## config.mk

```make
export PLATFORM = sky130hd
export DESIGN_NAME = fc_argmax_sink
export DESIGN_NICKNAME = d
export VERILOG_FILES = /design/src/rtl/fc_pkg.sv /design/src/rtl/fc_argmax_sink_update.sv /design/src/rtl/fc_argmax_sink.sv
export SDC_FILE = /design/constraint.sdc
export NUM_CORES = 1
export LEC_CHECK = 0
export ABC_CLOCK_PERIOD_IN_PS = 2200
export BUFFER_PORTS_ARGS = -buffer_cell sky130_fd_sc_hd__buf_2
export CORE_MARGIN = 2
export CORE_UTILIZATION = 47
export DETAILED_ROUTE_END_ITERATION = 6
export PLACE_DENSITY = 0.77
export SYNTH_ARGS = -nofsm -noshare
export SYNTH_HDL_FRONTEND = slang
export SYNTH_SLANG_ARGS = --single-unit
```

## constraint.sdc

```tcl
create_clock -name clk -period 2.2 [get_ports clk]
set_input_delay 0 -clock clk [delete_from_list [all_inputs] [get_ports clk]]
set_output_delay 0 -clock clk [all_outputs]
set_load 0.005 [all_outputs]
```

## src/rtl/fc_pkg.sv

```systemverilog
`default_nettype none
// ============================================================================
// Package     : fc_pkg
// Description : Shared types and helpers for the fc_* stream blocks
//               (argmax sink and the fc control FSM family).
// Revision    : 1.0 - initial release
// ============================================================================
package fc_pkg;

  // Two-phase sink: collect M elements, then hold the result word.
  typedef enum logic {
    S_COLLECT = 1'b0,
    S_HOLD    = 1'b1
  } sink_state_t;

  // Index width that never collapses to zero bits (M == 1 still needs a port).
  function automatic int clog2_min1(input int n);
    return (n <= 1) ? 1 : $clog2(n);
  endfunction

endpackage
`default_nettype wire

```

## src/rtl/fc_argmax_sink_update.sv

```systemverilog
`default_nettype none
// ============================================================================
// Module      : argmax_update
// Description : Combinational compare/select step of the running argmax.
//               The first element of a vector always wins; afterwards a new
//               element wins only if strictly greater (signed), so ties keep
//               the lowest index.
// Revision    : 1.0 - initial release
// ============================================================================
module argmax_update #(
  parameter int T  = 16,
  parameter int IW = 3
) (
  input  logic          first,
  input  logic [T-1:0]  data,
  input  logic [T-1:0]  cur_max,
  input  logic [IW-1:0] cur_idx,
  input  logic [IW-1:0] count,
  output logic [T-1:0]  next_max,
  output logic [IW-1:0] next_idx
);

  logic take;

  // Select the incoming element when it starts a vector or beats the running max.
  always_comb begin
    take     = first || ($signed(data) > $signed(cur_max));
    next_max = take ? data  : cur_max;
    next_idx = take ? count : cur_idx;
  end

endmodule
`default_nettype wire

```

## src/rtl/fc_argmax_sink.sv

```systemverilog
`default_nettype none
// ============================================================================
// Module      : fc_argmax_sink
// Description : Final classifier stage after an fc layer. Consumes one
//               M-element signed vector over valid/ready, tracks the running
//               maximum and presents {index, value} on a second valid/ready
//               port. Handshake outputs decode registered state only.
// Revision    : 1.0 - initial release
// ============================================================================
module fc_argmax_sink
  import fc_pkg::*;
#(
  parameter int M = 8,
  parameter int T = 16
) (
  input  logic                      clk,
  input  logic                      reset,
  input  logic                      input_valid,
  output logic                      input_ready,
  input  logic [T-1:0]              input_data,
  output logic                      output_valid,
  input  logic                      output_ready,
  output logic [clog2_min1(M)-1:0]  output_index,
  output logic [T-1:0]              output_max
);

  localparam int           IW       = clog2_min1(M);
  localparam logic [T-1:0] MOST_NEG = {1'b1, {(T-1){1'b0}}};
  localparam logic [IW-1:0] LAST    = IW'(M - 1);

  sink_state_t   state, state_n;
  logic [IW-1:0] count;
  logic [T-1:0]  max_r;
  logic [IW-1:0] idx_r;
  logic [T-1:0]  upd_max;
  logic [IW-1:0] upd_idx;
  logic          accept;

  // Handshake flags come straight from the state register.
  assign input_ready  = (state == S_COLLECT);
  assign output_valid = (state == S_HOLD);
  assign accept       = input_valid && input_ready;

  // Result word reads zero except while it is being offered.
  assign output_index = output_valid ? idx_r : '0;
  assign output_max   = output_valid ? max_r : '0;

  argmax_update #(
    .T  (T),
    .IW (IW)
  ) u_update (
    .first    (count == '0),
    .data     (input_data),
    .cur_max  (max_r),
    .cur_idx  (idx_r),
    .count    (count),
    .next_max (upd_max),
    .next_idx (upd_idx)
  );

  // Next-state: leave COLLECT on the last element, leave HOLD on the output handshake.
  always_comb begin
    state_n = state;
    case (state)
      S_COLLECT: if (accept && (count == LAST)) state_n = S_HOLD;
      S_HOLD:    if (output_ready)              state_n = S_COLLECT;
      default:   state_n = S_COLLECT;
    endcase
  end

  // State, element counter and running max/index registers.
  always_ff @(posedge clk or posedge reset) begin
    if (reset) begin
      state <= S_COLLECT;
      count <= '0;
      max_r <= MOST_NEG;
      idx_r <= '0;
    end else begin
      state <= state_n;
      case (state)
        S_COLLECT: begin
          if (accept) begin
            max_r <= upd_max;
            idx_r <= upd_idx;
            count <= (count == LAST) ? '0 : count + IW'(1);
          end
        end
        S_HOLD: begin
          if (output_ready) begin
            max_r <= MOST_NEG;
            idx_r <= '0;
          end
        end
        default: ;
      endcase
    end
  end

endmodule
`default_nettype wire

```

# Word level (Yosys, flattened, before mapping)

Index checks and enable logic that the tools add are counted.

Memories: 0
Latch bits: 0
Bits in registers: 23
Output and inout port bits: 21
ROM bits: 0
Bits of input ports: 20
Bits in writable memories: 0
Logic and storage cells: 31

Div/mod/pow operators: 0
$add $sub $neg: 1
Multiply operators: 0
Equality and inequality tests: 4
Shift operators: 0
Order comparisons: 1
Muxes and demuxes: 14
Bitwise operators: 1
Reduce and logical (&&, ||, !) cells: 6

Operator list:

| kind                                                             | count |
|---|---|
| 16-bit two-way mux                                               | 4 |
| 16-bit one-hot mux with 2 select lines                           | 1 |
| 16-bit > comparator                                              | 1 |
| 3-bit two-way mux                                                | 5 |
| 3-bit one-hot mux with 2 select lines                            | 1 |
| 2-bit by 1-bit != test with 1-bit output (second input constant) | 2 |
| 3-bit by 1-bit adder with 3-bit output (second input constant)   | 1 |
| 3-bit == test (second input constant)                            | 1 |
| 3-bit logical NOT                                                | 1 |
| 3-bit AND reduction                                              | 1 |
| 1-bit logical AND                                                | 2 |
| 1-bit two-way mux                                                | 2 |
| 2-bit != test (second input constant)                            | 1 |
| 1-bit one-hot mux with 2 select lines                            | 1 |
| 2-bit AND reduction                                              | 1 |
| 1-bit logical OR                                                 | 1 |
| 1-bit inverter                                                   | 1 |

# Depth between registers and ports, before layout

Depth in word-level cells: 5
Depth in mapped cells: 9
Mapped depth without buffers: 8

# Cells and area by module

A second synthesis with hierarchy kept.

Cells, all modules: 174
Area total of the unflattened synthesis: 1800.5 um^2

Modules (own cells, without submodules):

| module         | times used | cells an instance | seq. area each (um^2) | area an instance (um^2) |
|---|---|---|---|---|
| fc_argmax_sink | 1          | 94                | 576.8                 | 1132.3 |
| argmax_update  | 1          | 80                | 0.0                   | 668.1 |

# Worst setup path after synthesis

OpenSTA, ideal clock, no wires.

Path kind: flip-flop to flip-flop
Start: reg max_r[15]
End: reg max_r[15]
Setup time: 0.075 ns
Period minus slack after synthesis: 2.262 ns
Path buffers: 1
Cell stages (with the launch flop): 10
Data required time: 2.125 ns
Arrival: 2.187 ns
Slack: -0.062 ns
Path through: dfstp_2 > inv_1 > ha_1 > and4_4 > nand4_2 > a21oi_2 > nand4b_1 > a32oi_4 > buf_12 > mux2i_1

Longest elaborated chain between the ends: 4

Ends and longest elaborated chain:

| element                                                   | line                        | RTL |
|---|---|---|
| from (decl)                                               | fc_argmax_sink.sv:33        | `logic [T-1:0] max_r;` |
| from (signal assigned)                                    | fc_argmax_sink.sv:83        | `max_r <= upd_max;` |
| 16-bit > comparator                                       | fc_argmax_sink_update.sv:27 | `take = first \|\| ($signed(data) > $signed(cur_max));` |
| 1-bit logical OR                                          | fc_argmax_sink_update.sv:27 |  |
| 2-bit by 1-bit != test with 1-bit output (no source line) | n/a                         |  |
| 3-bit AND reduction (no source line)                      | n/a                         |  |

No other way between the ends.
A chain may end at the register's enable or synchronous reset.

# Final worst setup path

Start: reg max_r[15]
End: reg max_r[7]

The elaborated chain is that of the path after synthesis.

==> flow_metrics.py <==
metrics = {
    "status": {
        "outcome": "finished clean",
    },
    "detailed_routing": {
        "first_pass_iters": 4,
        "antenna_left": 0,
        "routed_wirelength_um": 3420,
        "routed_via_density": 4.858,
        "num_vias": 1331,
        "detail_route.wl_per_cell_um": 12.48,
        "detailedRoute.firstIterationViolations": 72,
        "residual_drc": 0,
    },
    "synth": {
        "synth-seq-cells": 23,
        "mappedNetlistArea_um2": 1553,
        "post_synth_net_total": 204,
        "syn-mean-instance-area_um2": 9.411,
        "synthArstFlopShare": 1.000,
        "area_share_of_the_leading_cell_type_in_the_synthesized_netlist": 0.3546,
        "yosys_warnings": 0,
        "synth_edf_count": 0,
        "synthTopCellsByArea": "sky130_fd_sc_hd__dfrtp_1 (35%), sky130_fd_sc_hd__ha_1 (15%), sky130_fd_sc_hd__mux2i_1 (10%)",
        "yosys.cell_types.count": 32,
        "synth_sequential_area_ratio": 0.3715,
        "postSynth.topFlopCell": "sky130_fd_sc_hd__dfrtp_1",
        "synth_top_cell_by_area": "sky130_fd_sc_hd__dfrtp_1",
        "postSynthCellCount": 165,
    },
    "placement": {
        "place.port_buffers": 40,
        "hpwl_um": 2320,
        "final_weighted_congestion_of_routability_driven_global_placement": 0.7538,
        "placement.cell_area_um2": 1824,
    },
    "die": {
        "die_area_um2": 3779,
        "die_height_um": 61.48,
        "io_pins": 41,
        "rows": 20,
        "starting_density": 0.5004,
        "die_width_um": 61.48,
        "core_area_um2": 3103,
    },
    "sta": {
        "max-slew-margin-rel": 0.4157,
        "period_needed_ns": 2.185,
        "setup_viol_count_final": 0,
        "hold_violations": 0,
        "rsz0062_at_grt": "yes",
        "report.final.slew_viol_count": 0,
        "final.setup_skew_ns": 0.005195,
        "max_slew.worst_pin.slew_ns": 0.8754,
        "fmax_mhz": 457.8,
        "min_period_over_period": 0.9930,
    },
    "worst_hold_path": {
        "hp-class": "in -> reg",
        "hp-start": "input_valid",
    },
    "power": {
        "power_frac_clock": 0.080,
        "peakVddDrop_mv": 0.7034,
        "netSwitchingPower_mw": 1.002,
        "power-per-cell-area_nw_per_um2": 1150,
        "internal-power_mw": 1.411,
        "p_seq_frac": 0.307,
        "power.switching_fraction": 0.4151,
        "power_frac_comb": 0.613,
        "static-leakage-power_nw": 1.154,
    },
    "setup_path": {
        "worstSetupStartpointType": "register",
        "worst_endpoint_required_time_ns": 2.44,
        "crit_path_max_fanout": 8,
        "r2r-start": "max_r[15]",
        "r2r_slack_ns": 0.02,
        "crit_type": "reg -> reg",
        "setup.worst_path.start": "max_r[15]",
        "cp-end-kind": "register",
        "worst-endpoint-arrival_ns": 2.42,
    },
    "grt": {
        "track_usage": 0.1922,
        "grt_max_degree": 34,
        "grt_overflow_total": 0,
        "antenna_found_initial": 0,
        "grt_pass1_wl_um": 5402,
        "first_global_vias": 1283,
    },
    "layout": {
        "leading_cell_type_in_the_layout_fill_and_taps_excluded": "sky130_fd_sc_hd__buf_2",
        "finish.utilization": 0.6762,
        "diodes": 0,
        "layout_common_cells": "sky130_fd_sc_hd__buf_2 (40), sky130_fd_sc_hd__nand2_1 (24), sky130_fd_sc_hd__dfrtp_1 (22), sky130_fd_sc_hd__nor2_1 (19), sky130_fd_sc_hd__dlygate4sd3_1 (19)",
        "post-route-cell-area_um2": 2098,
        "layout-drive-gt1-share": 0.3043,
        "finalNetCount": 270,
        "area_delta_synth_final_pct": 35.13,
    },
    "clocking": {
        "cts_tree": "yes",
        "cts_max_level": 1,
        "insertion_delay_ns": 0.31,
        "cts.clk_slew.worst_paths_ns": 0.12,
        "clock_tree.root_cell": "sky130_fd_sc_hd__clkbuf_4",
        "cts_buffers": 3,
        "cts.sink_count": 23,
        "ctsLongestPathBuffers": 2,
    },
    "flow_run": {
        "drv.max_cap_violation_count": 0,
    },
}
==> cells in the mapped netlist (all sizes together) (2+ instances only) <==
cell	n
and3	2
dfrtp	22
and2	4
mux2i	16
and4	2
o21ai	7
nand2	24
ha	19
nor2	19
inv	21
a21oi	4
clkbuf	3
nand4	3
o32ai	3
nand3	2
buf	2
nor2b	2
==> per-stage QoR <==
step | setup TNS, ns | std cells | power (mW) | hold slack (ns) | setup slack (ns)
floorplan | 0 | 165 | 1.772 | 0.001183 | 0.01508
global placement | 0 | 248 | 2.019 | 0.2002 | 0.09696
detailed placement | 0 | 248 | 2.062 | 0.2014 | 0.02561
CTS | 0 | 271 | 2.287 | 0.1895 | 0.01414
global route | -0.7939 | 274 | 2.651 | 0.2510 | -0.08479
finish | 0 | 274 | 2.413 | 0.1858 | 0.01548
==> logic make-up after synthesis <==
logic type | count (synthesis) | synth area share
buf+inv | 26 | 0.07333
simple gates | 59 | 0.1821
mux | 17 | 0.1104
compound gates | 21 | 0.1096
fa+ha+maj | 19 | 0.1531
flops | 23 | 0.3715
==> state kept, by name, summed over array words and instances (netlist names) <==
| register | flops |
|---|---|
| idx_r | 3 |
| output_valid | 1 |
| count | 3 |
| max_r | 16 |
==> final timing paths <==
check	endpoint	cells after the start
worst max-delay path	max_r[7]	9
worst min-delay path	count[0]	4
worst max register to register	max_r[7]	9
worst min register to register	max_r[15]	2
max in group asynchronous	idx_r[1]	3
min in group asynchronous	max_r[4]	3
==> power groups by stage <==
stage	logic, mW	clock network, mW	registers [mW]
floorplan	1.06	0	0.711
global placement	1.28	0	0.740
detailed placement	1.32	0	0.740
CTS	1.36	0.197	0.732
global route	1.67	0.214	0.765
finish	1.48	0.194	0.740
==> metal layers <==
metal | routed length, um | global-route usage
met5 | 0 | 0
met4 | 0 | 0.04559
met3 | 103 | 0.02521
met2 | 1699 | 0.3541
met1 | 1617 | 0.2375
==> worst max-delay path: stages, from the launching register on <==
cell,delay (ns)
sky130_fd_sc_hd__dfstp_2,0.54
sky130_fd_sc_hd__inv_2,0.05
sky130_fd_sc_hd__ha_4,0.26
sky130_fd_sc_hd__and4_4,0.23
sky130_fd_sc_hd__nand4_4,0.08
sky130_fd_sc_hd__a21oi_2,0.14
sky130_fd_sc_hd__o21bai_2,0.10
sky130_fd_sc_hd__a32oi_4,0.30
sky130_fd_sc_hd__buf_6,0.20
sky130_fd_sc_hd__mux2i_1,0.20
==> final cells by class <==
type	instances	area, um2
Fill cell	269	1005
Multi-Input combinational cell	116	910.9
Sequential cell	23	576.8
Timing Repair Buffer	66	450.4
Inverter	21	78.83
Tap cell	44	55.05
Clock buffer	4	26.28
==> what timing repair did <==
action | 4_1_cts | 5_1_grt
hold endpoints to repair | 39 | 0
setup buffers | 0 | 2
hold buffers | 19 | 0
gates resized for setup | 0 | 11
endpoints found under the setup margin | 0 | 19
No activity file was read; power rests on OpenSTA's default activity.
